## src/rtl/hazard_ctrl.sv

```systemverilog
// Stall/flush controller for the five-stage pipeline: decode-source hazard checks
// and HI/LO unit occupancy. Optional perf counters under HAZARD_PERF_EN.

module hazard_src_chk (
    input  logic [4:0] src,
    input  logic [1:0] tuse,
    input  logic [4:0] e_a3,
    input  logic [1:0] e_tnew,
    input  logic [4:0] m_a3,
    input  logic [1:0] m_tnew,
    output logic       hazard
);
    logic e_hit;
    logic m_hit;

    assign e_hit  = (src == e_a3) && (tuse < e_tnew);
    assign m_hit  = (src == m_a3) && (tuse < m_tnew);
    // $0 is hard-wired, so it never waits on a producer; tuse 3 means unread
    assign hazard = (src != 5'd0) && (tuse != 2'd3) && (e_hit || m_hit);
endmodule

module hazard_ctrl #(
    parameter int unsigned MULT_CYC = 5,
    parameter int unsigned DIV_CYC  = 10
) (
    input  logic        clk,
    input  logic        reset,
    input  logic [4:0]  D_rs,
    input  logic [4:0]  D_rt,
    input  logic [1:0]  D_rs_tuse,
    input  logic [1:0]  D_rt_tuse,
    input  logic        D_is_md,
    input  logic [4:0]  E_a3,
    input  logic [1:0]  E_tnew,
    input  logic [4:0]  M_a3,
    input  logic [1:0]  M_tnew,
    input  logic        E_md_start,
    input  logic        E_md_div,
    output logic        stall_D,
    output logic        flush_E,
    output logic        md_busy,
    output logic [31:0] stall_cnt,
    output logic [31:0] md_stall_cnt
);
    localparam int NUM_SRC = 2;
    localparam logic [3:0] MULT_LD = 4'(MULT_CYC);
    localparam logic [3:0] DIV_LD  = 4'(DIV_CYC);

    logic [NUM_SRC-1:0][4:0] src_reg;
    logic [NUM_SRC-1:0][1:0] src_tuse;
    logic [NUM_SRC-1:0]      src_haz;
    logic [3:0]              md_cnt;
    logic                    md_hazard;

    assign src_reg  = {D_rt, D_rs};
    assign src_tuse = {D_rt_tuse, D_rs_tuse};

    genvar g;
    generate
        for (g = 0; g < NUM_SRC; g++) begin : g_src
            hazard_src_chk u_chk (
                .src    (src_reg[g]),
                .tuse   (src_tuse[g]),
                .e_a3   (E_a3),
                .e_tnew (E_tnew),
                .m_a3   (M_a3),
                .m_tnew (M_tnew),
                .hazard (src_haz[g])
            );
        end
    endgenerate

    // A new start always reloads, even over a running op
    always_ff @(posedge clk) begin
        if (!reset)
            md_cnt <= 4'd0;
        else if (E_md_start)
            md_cnt <= E_md_div ? DIV_LD : MULT_LD;
        else if (md_cnt != 4'd0)
            md_cnt <= md_cnt - 4'd1;
    end

    assign md_busy   = reset && (E_md_start || (md_cnt != 4'd0));
    assign md_hazard = D_is_md && md_busy;
    assign stall_D   = reset && ((|src_haz) || md_hazard);
    assign flush_E   = stall_D;

`ifdef HAZARD_PERF_EN
    logic [31:0] stall_cnt_q;
    logic [31:0] md_stall_cnt_q;

    always_ff @(posedge clk) begin
        if (!reset) begin
            stall_cnt_q    <= 32'd0;
            md_stall_cnt_q <= 32'd0;
        end else begin
            if (stall_D)
                stall_cnt_q <= stall_cnt_q + 32'd1;
            if (md_hazard)
                md_stall_cnt_q <= md_stall_cnt_q + 32'd1;
        end
    end

    assign stall_cnt    = stall_cnt_q;
    assign md_stall_cnt = md_stall_cnt_q;
`else
    assign stall_cnt    = 32'h0;
    assign md_stall_cnt = 32'h0;
`endif
endmodule
```

## config.mk

```make
export PLATFORM = sky130hd
export DESIGN_NAME = hazard_ctrl
export DESIGN_NICKNAME = d
export VERILOG_FILES = /design/src/rtl/hazard_ctrl.sv
export SDC_FILE = /design/constraint.sdc
export NUM_CORES = 1
export LEC_CHECK = 0
export ABC_AREA = 1
export CAP_MARGIN = 5
export CORE_MARGIN = 8
export CORE_UTILIZATION = 33
export CTS_BUF_LIST = sky130_fd_sc_hd__clkbuf_16
export CTS_CLUSTER_SIZE = 10
export DETAILED_ROUTE_END_ITERATION = 8
export PLACE_DENSITY = 0.86
export RECOVER_POWER = 100
export SYNTH_ARGS = -nofsm -noshare
export SYNTH_HDL_FRONTEND = slang
export SYNTH_SLANG_ARGS = --single-unit
```

## constraint.sdc

```tcl
create_clock -name clk -period 2 [get_ports clk]
set_input_delay 0.4 -clock clk [delete_from_list [all_inputs] [get_ports clk]]
set_output_delay 0.4 -clock clk [all_outputs]
set_load 0.02 [all_outputs]
```

==> reports/results.ini, run 1 <==
[pwr]
switchingPower_uw = 298
p_seq_share_pct = 12.9
comb_power_share_pct = 48.8
totalPowerFinal_uw = 785
power_leakage_nw = 0.935
power_frac_clock_pct = 38.4
sw_frac_of_total_pct = 38.0
cellPowerDensity_mw_per_mm2 = 498
p_int_uw = 487
worst_ir_drop_vdd_v = 0.000512

[drt]
via_per_inst = 3.70
routedWlPerCell_um = 10.6
routed_wl_mm = 3.20
vias = 1113
wl_met3_um = 232
wl_met1_mm = 1.33
ant_nets = 0
drc_errors = 0
drt_iter0_markers = 38
wl_met2_mm = 1.64
drt_pre_antenna_iters = 4
top_layer = met3

[floorplan]
num_rows = 22
start_util_pct = 33.8
die_h_um = 76.8
core-area_sq_mm = 0.00361
die_area_sq_mm = 0.00590
die_w_um = 76.8
ios = 100

[placed_design]
port_buffers = 35
gp_congestion = 0.836
detailedPlace.worstSlack_ns = -0.846
hpwl_mm = 2.90

[grt]
grt_max_degree = 5
grt_use_total_pct = 10.1
grt_pass1_vias = 1219
grt-ovfl-total = 0
antenna_found_initial = 0
grt_pass1_wl_mm = 5.13

[setup_path]
crit_slowest_cell = dlygate4sd2_1
start_kind = input port
crit_fanout = 3
worstPathCellList = dlygate4sd2_1 -> inv_1 -> buf_4 -> nand4_1 -> o21ai_1 -> inv_1 -> nand2_1 -> nand3_2 -> nand2_2 -> inv_2 -> buf_6
path_buf_inv = 6
cpPeakStageDelay_ns = 0.25
end_kind = output port
crit_type = in2out
crit_start = D_rs[0]
crit_arrival_ns = 1.50
crit_top_cell = inv_1
crit_required_ns = 1.60
worstReg2RegStart = md_cnt[0]
path_delay_family = buffers and inverters

[finish]
largest_reg_flops = 4
areaGrowthSynthToFinish_pct = 29.2
regMostFlops = md_cnt
reg_top3 = md_cnt (4)
fill_cells = 404
drive_gt1_share_pct = 18.2
fin_nets = 294
num_antenna_cells = 0

[timing]
fmax_ghz = 0.526
layout_setup_ws_ns = 0.0977
fin_crit_sh_pct = 95.1
skew_ns = 0.000396
setup_viol = 0
finalHoldWorstSlack_ns = 0.579
fin_crit_ns = 1.90
hold_viol_final = 0
slew_violations = 0
rsz0062_at_grt = false

[yosys]
ys_seq_area_share_pct = 6.56
yosys.area.top_type = buf_4
ys_ff_latch = 4
synth_area_leaders = buf_4, nand2_1, inv_1
netlist_instances = 203
syn_area_sq_mm = 0.00122
ys_warn_count = 0
ys_async_sr_fraction_pct = 0
synth_cell_type_count = 21
synth_edf_count = 0
synth_ff_type = dfxtp_1
netlist.area_leader.share_pct = 40.0
syn-mean-instance-area_sq_um = 6.01

[cts]
clockRootBuffer = clkbuf_16
clock_latency_ns = 0.22
cts-buffers-inserted = 3
clk_pin_slew_worst_paths_ns = 0.03
cts_tree = built
hold_buffers = 0
cts_sinks = 4
clk_path_buf_depth = 2
htree_num_levels = 1

[flow_run]
drv_cap = 0

[hold_path]
hp-start = md_cnt[3]
hold_class = reg2reg

[status]
status = completed

==> final timing paths <==
kind | endpoint | slack (ns) | cells past startpoint
hold reg to reg | md_cnt[3] | 0.58 | 2
hold / removal | md_cnt[3] | 0.58 | 2
setup / recovery | flush_E | 0.1 | 11
setup reg to reg | md_cnt[3] | 0.80 | 6
==> cell families (layout without fill, tap and decap cells) <==
group | count (synthesis) | in the layout | synth area share (%)
other cells | 1 | 64 | 0.307
compound gates | 21 | 21 | 10.2
fa+ha+maj | 6 | 6 | 6.15
flops | 4 | 4 | 6.56
buf+inv | 95 | 82 | 49.2
simple gates | 70 | 70 | 23.3
xor+xnor | 6 | 6 | 4.31
==> layout by cell type, fill, tap and decap left out, types with 2 or more instances in the layout <==
| master | netlist | final |
|---|---|---|
| o21bai_1 | 2 | 2 |
| clkbuf_16 | 0 | 3 |
| buf_6 | 0 | 3 |
| nor2_1 | 12 | 12 |
| ha_1 | 6 | 2 |
| clkdlybuf4s15_1 | 0 | 3 |
| xor2_1 | 3 | 3 |
| nand4_1 | 2 | 2 |
| ha_4 | 0 | 4 |
| nand2_1 | 47 | 46 |
| a21boi_2 | 0 | 2 |
| conb_1 | 1 | 64 |
| nand3_1 | 7 | 7 |
| dlygate4sd2_1 | 0 | 19 |
| clkdlybuf4s50_1 | 0 | 3 |
| a21oi_1 | 5 | 5 |
| clkbuf_2 | 0 | 4 |
| o21ai_1 | 0 | 3 |
| dfxtp_1 | 4 | 4 |
| inv_2 | 1 | 10 |
| buf_4 | 65 | 13 |
| xnor2_1 | 3 | 3 |
| inv_1 | 29 | 19 |
| o21ai_0 | 9 | 5 |
==> per-layer routing <==
layer | up-vias | GRT usage (%)
met5 | - | 0
met4 | 0 | 2.31
met3 | 0 | 3.15
met2 | 56 | 19.0
met1 | 463 | 10.5
li1 | 594 | -
==> cell usage after synthesis, drive strengths merged (3+ instances only) <==
library cell  count
a21oi             6
nand2            47
nand3             8
nor2             12
ha                6
xor2              3
o21ai             9
buf              65
xnor2             3
inv              30
dfxtp             4
==> layout make-up <==
type                            instances  area (sq um)  share of cell area (%)
Multi-Input combinational cell        167           840                    53.3
Inverter                               30           115                    7.30
Sequential cell                         4          80.1                    5.08
Timing Repair Buffer                   49           407                    25.8
Clock buffer                            3          75.1                    4.76
Tap cell                               48          60.1                    3.81
==> tightest hold or removal path: cells and delay by family, from the launching register on <==
kind | cells | cell delay (ns)
flops | 1 | 0.33
compound gates | 1 | 0.07
xor+xnor | 1 | 0.13
==> stage by stage <==
step | TNS (ns) | cells | util, % | instance area [sq um]
2_1_floorplan | 0 | 266 | - | 1460
3_3_place_gp | -1.79 | 298 | 41.2 | 1480
3_5_place_dp | -1.95 | 298 | 41.2 | 1480
4_1_cts | 0 | 301 | 43.9 | 1580
5_1_grt | 0 | 301 | 43.7 | 1580
6_report | 0 | 301 | 43.7 | 1580
==> power by group through the flow <==
stage | Clock [mW] | Sequential, mW | Combinational, mW
after floorplan | 0 | 0.101 | 0.329
after global placement | 0 | 0.101 | 0.374
after detailed placement | 0 | 0.102 | 0.383
after CTS | 0.308 | 0.101 | 0.379
after global routing | 0.315 | 0.102 | 0.422
final | 0.301 | 0.101 | 0.383
==> timing repair <==
action                                  in CTS  in global routing
endpoints found under the setup margin       3                  3
gates resized for setup                     71                 22
cloned                                       0                  0
pin swaps                                   19                 16
buffers inserted                             0                  0
Power figures use the tool's default switching activity.
==> run 2, diff against run 1 <==
--- a/config.mk
+++ b/config.mk
@@ -14,6 +14,7 @@
 export DETAILED_ROUTE_END_ITERATION = 8
 export PLACE_DENSITY = 0.86
 export RECOVER_POWER = 100
+export SETUP_SLACK_MARGIN = 0.1
 export SYNTH_ARGS = -nofsm -noshare
 export SYNTH_HDL_FRONTEND = slang
 export SYNTH_SLANG_ARGS = --single-unit
==> run 2 against run 1 <==
  * Combinational power up 2%
  * Clock power about the same
  * Critical path depth up 1
  * Clock skew about the same
  * Global-route usage up 0.14 points
  * Largest cell class unchanged
  * Largest power group unchanged
==> reports/results.ini, run 2 (synthesis results as in run 1) <==
[status]
status = completed

[hold_path]
holdPathEnd = md_cnt[3]
hp-start = md_cnt[3]
whs_path_depth = 2
hold_class = reg2reg

[finish]
fill_cells = 402
areaGrowthSynthToFinish_pct = 30.5
num_antenna_cells = 0
regMostFlops = md_cnt
fin_nets = 294
multi_input_area_sq_um = 845
final_cell_mix = conb_1, nand2_1, inv_1
regArea_sq_um = 80.1
final_common_cell = conb_1
drive_gt1_share_pct = 19.8
final_cells = 301
reg_top3 = md_cnt (4)
largest_reg_flops = 4

[timing]
slew_violations = 0
fin_crit_sh_pct = 94.8
finalHoldWorstSlack_ns = 0.579
fmax_ghz = 0.528
setup_viol = 0
skew_ns = 0.000142
rsz0062_at_grt = true
hold_viol_final = 0
fin_crit_ns = 1.90

[pwr]
power_leakage_nw = 0.927
sw_frac_of_total_pct = 38.0
cellPowerDensity_mw_per_mm2 = 497
totalPowerFinal_uw = 791
worst_ir_drop_vdd_v = 0.000517
p_int_uw = 490
power_frac_clock_pct = 38.0
p_seq_share_pct = 12.8
switchingPower_uw = 300
comb_power_share_pct = 49.2

[cts]
hold_buffers = 0
cts-buffers-inserted = 3
cts_sinks = 4
cts_tree = built
clockRootBuffer = clkbuf_16
clk_pin_slew_worst_paths_ns = 0.03
clk_path_buf_depth = 2
post_cts_buffers = 0
htree_num_levels = 1
clock_latency_ns = 0.22

[drt]
vias = 1123
routedWlPerCell_um = 10.6
via_per_inst = 3.73
drt_iter0_markers = 41
drc_errors = 0
ant_nets = 0
drt_pre_antenna_iters = 4
routed_wl_mm = 3.20

[setup_path]
crit_type = in2out
cpPeakStageDelay_ns = 0.19
reg2reg_setup_slack_ns = 0.84
path_delay_family = simple AND/OR/NAND/NOR gates
crit_slowest_cell = ha_4
crit_top_cell = nand2_1
worstPathCellList = buf_8 -> inv_8 -> ha_4 -> a21boi_2 -> nor2_1 -> nand3_1 -> nand2_1 -> nand2_1 -> nand3_2 -> nand2_2 -> inv_2 -> buf_6
reg2reg_depth = 6
start_kind = input port
crit_fanout = 2
r2r-end = md_cnt[3]
path_buf_inv = 4
crit_required_ns = 1.60
end_kind = output port
worstReg2RegStart = md_cnt[0]
crit_arrival_ns = 1.50

[floorplan]
core-area_sq_mm = 0.00361
die_area_sq_mm = 0.00590
num_rows = 22
die_w_um = 76.8
start_util_pct = 33.8
ios = 100
die_h_um = 76.8

[grt]
grt_max_degree = 5
grt-ovfl-total = 0
grt_pass1_wl_mm = 5.21
grt_use_total_pct = 10.2
antenna_found_initial = 0
grt_pass1_vias = 1233

[placed_design]
placed_cells = 298
hpwl_mm = 2.90
port_buffers = 35
gp_congestion = 0.836

[flow_run]
drv_cap = 0

-- run 2: power by group through the flow --
stage / combinational, mW / clock (mW) / sequential [mW]
after floorplan: 0.329 / 0 / 0.101
after global placement: 0.374 / 0 / 0.101
after detailed placement: 0.383 / 0 / 0.102
after CTS: 0.384 / 0.308 / 0.101
after global routing: 0.428 / 0.315 / 0.102
final: 0.389 / 0.301 / 0.101
-- run 2: per-stage QoR --
stage / utilization (%) / worst slack, ns / cell area (sq um) / TNS [ns]
floorplan: - / 0.123 / 1460 / 0
global placement: 41.2 / -0.774 / 1480 / -1.79
detailed placement: 41.2 / -0.846 / 1480 / -1.95
CTS: 44.4 / 0.0721 / 1600 / 0
global route: 44.1 / 0.0337 / 1590 / 0
finish: 44.1 / 0.105 / 1590 / 0
-- run 2: how the worst max path moves through the flow --
stage | end | slack, ns | cells past startpoint | startpoint
5_1_grt | flush_E | 0.03 | 12 | E_tnew[1]
3_3_place_gp | stall_D | -0.77 | 12 | E_tnew[1]
6_report | flush_E | 0.10 | 12 | E_tnew[1]
3_5_place_dp | flush_E | -0.85 | 12 | E_tnew[1]
2_1_floorplan | stall_D | 0.12 | 11 | E_tnew[1]
4_1_cts | flush_E | 0.07 | 12 | E_tnew[1]
-- run 2: timing repair --
action | in CTS | in global routing
setup endpoints to repair | 3 | 3
resized for setup | 85 | 22
pin swaps | 19 | 14
-- run 2: layer usage --
metal  wire (um)  up-vias  global-route usage (%)
met5           0        -                       0
met4           0        0                    2.31
met3         229        0                    3.15
met2        1640       54                    19.5
met1        1330      475                    10.6
li1            -      594                       -
-- run 2: layout make-up --
cell class                      instances  share of cell area (%)
Timing Repair Buffer                   49                    25.7
Clock buffer                            3                    4.72
Multi-Input combinational cell        167                    53.1
Tap cell                               48                    3.77
Sequential cell                         4                    5.03
Inverter                               30                    7.70
-- run 2: worst register-to-register path: cells and delay by family, from the launching register on --
family | cells | cell delay (ns)
flip-flops | 1 | 0.32
AND/OR/NAND/NOR | 2 | 0.15
adder cells (fa/ha/maj) | 1 | 0.21
AO/OA/AOI/OAI | 1 | 0.21
buffers and inverters | 2 | 0.19
==> run 3, diff against run 2 <==
--- a/config.mk
+++ b/config.mk
@@ -7,6 +7,7 @@
 export LEC_CHECK = 0
 export ABC_AREA = 1
 export CAP_MARGIN = 5
+export CORE_ASPECT_RATIO = 1.5
 export CORE_MARGIN = 8
 export CORE_UTILIZATION = 33
 export CTS_BUF_LIST = sky130_fd_sc_hd__clkbuf_16
==> run 3 against run 2 <==
  * First-iteration DRC count down 49%
  * Global-route usage increased by 0.37 points
  * Register-to-register slack worse by 0.06 ns
  * Design area about the same
  * Maximum frequency up 0.57%
  * Critical path depth unchanged
  * Power is 1.5% higher
  * Die area rose by 0.68%
  * Sequential cell count unchanged
  * Clock-buffer cell count unchanged
  * Setup slack better by 0.011 ns
  * Largest cell class unchanged
  * Highest routed layer is now met4
==> reports/results.ini, run 3 (synthesis results as in run 1) <==
[status]
status = completed

[cts]
clk_path_buf_depth = 2
cts-buffers-inserted = 3
post_cts_buffers = 0
clockRootBuffer = clkbuf_16
clk_pin_slew_worst_paths_ns = 0.03
clock_latency_ns = 0.22
htree_num_levels = 1
cts_sinks = 4
cts_tree = built

[finish]
finalInstanceArea_sq_mm = 0.00159
reg_top3 = md_cnt (4)
final_cell_mix = conb_1, nand2_1, inv_1
fin_nets = 293
final_common_cell = conb_1
fill_cells = 397
num_antenna_cells = 0
largest_reg_flops = 4
areaGrowthSynthToFinish_pct = 30.6
regMostFlops = md_cnt
regArea_sq_um = 80.1
multi_input_area_sq_um = 851
drive_gt1_share_pct = 20.6

[setup_path]
reg2reg_depth = 8
worstPathCellList = clkdlybuf4s15_2 -> buf_4 -> nand2_1 -> nand3_1 -> nor2_1 -> nand3_1 -> nand2_1 -> nand2_2 -> nand3_2 -> nand2_2 -> inv_2 -> buf_6
crit_type = in2out
path_buf_inv = 4
r2r-end = md_cnt[2]
start_kind = input port
path_delay_family = simple AND/OR/NAND/NOR gates
worstReg2RegStart = md_cnt[0]
crit_fanout = 2
crit_slowest_cell = clkdlybuf4s15_2
end_kind = output port
crit_start = D_rs[0]
reg2reg_setup_slack_ns = 0.78
cpPeakStageDelay_ns = 0.20
crit_required_ns = 1.60
crit_arrival_ns = 1.48

[drt]
routed_wl_mm = 3.29
drt_pre_antenna_iters = 4
via_per_inst = 4.15
drt_iter0_markers = 21
vias = 1225
routedWlPerCell_um = 11.2
drc_errors = 0
ant_nets = 0

[floorplan]
num_rows = 27
core-area_sq_mm = 0.00361
die_h_um = 90.5
die_w_um = 65.6
die_area_sq_mm = 0.00594
start_util_pct = 33.7
ios = 100

[grt]
grt_use_total_pct = 10.6
grt-ovfl-total = 0
grt_pass1_wl_mm = 5.17
grt_pass1_vias = 1275
top_usage_layer = met2
use_met2_pct = 18.3
antenna_found_initial = 0
grt_max_degree = 5
grt.met1_usage_pct = 10.7
grt.met3_usage_pct = 1.86

[timing]
fin_crit_sh_pct = 94.2
slew_violations = 0
skew_ns = 0.00171
finalHoldWorstSlack_ns = 0.576
fin_setup_tns_ns = 0
rsz0062_at_grt = true
hold_viol_final = 0
layout_setup_ws_ns = 0.116
fmax_ghz = 0.531
fin_crit_ns = 1.88
setup_viol = 0

[hold_path]
holdPathEnd = md_cnt[3]
hp-start = md_cnt[3]
whs_path_depth = 2
hold_class = reg2reg

[pwr]
worst_ir_drop_vdd_v = 0.000994
power_leakage_nw = 0.920
cellPowerDensity_mw_per_mm2 = 504

[placed_design]
gp_congestion = 0.901
port_buffers = 35
dpl_cell_area_sq_mm = 0.00147
hpwl_mm = 2.85
detailedPlace.worstSlack_ns = -0.812

[flow_run]
drv_cap = 0

==> run 3: changes by cell type in the layout (fill, tap and decap cells not counted), moves of 2 or more <==
| cell | delta |
|---|---|
| clkdlybuf4s15_2 | +3 |
| clkbuf_4 | -2 |
| nand2_1 | -3 |
| clkbuf_2 | -2 |
| o21ai_0 | -2 |
| nand2_2 | +3 |
==> run 3: routing by layer <==
layer  share of wire (%)  vias up
li1                    -      594
met2                  50       85
met4                 3.4        0
met5                   0        -
met3                  10       13
met1                  37      533
==> run 3: worst min-delay path: cells and delay by family (launching register included) <==
kind	cells	cell delay, ns
AO/OA/AOI/OAI	1	0.07
flip-flops	1	0.33
XOR/XNOR	1	0.12
==> run 3: layout make-up <==
type,instances,share of cell area (%)
Multi-Input combinational cell,167,53.4
Tap cell,43,3.38
Sequential cell,4,5.03
Clock buffer,3,4.71
Inverter,30,7.54
Timing Repair Buffer,48,25.9
==> run 3: how the worst max path moves through the flow <==
stage,depth (start not counted),end,slack (ns)
2_1_floorplan,11,stall_D,0.12
3_5_place_dp,13,flush_E,-0.81
4_1_cts,12,flush_E,0.09
3_3_place_gp,12,flush_E,-0.79
6_report,12,flush_E,0.12
5_1_grt,12,flush_E,-0.005
==> run 3: timing repair <==
| item | CTS | global route |
|---|---|---|
| gates resized for setup | 90 | 22 |
| hold buffers | 0 | 0 |
| setup endpoints to repair | 3 | 2 |
| hold endpoints to repair | 0 | 0 |
| pin swaps | 18 | 15 |
==> run 3: through the flow <==
stage	power (mW)	util [%]	std cells
final	0.803	44.1	295
after global routing	0.855	44.1	295
after CTS	0.804	44.0	295
after detailed placement	0.486	40.7	292
after global placement	0.476	40.7	292
after floorplan	0.430	-	266
==> run 3: where the power goes <==
part / switching, mW / internal, mW / total (mW)
clock network: 0.0534 / 0.255 / 0.309
logic: 0.248 / 0.146 / 0.393
registers: 0.00796 / 0.0928 / 0.101
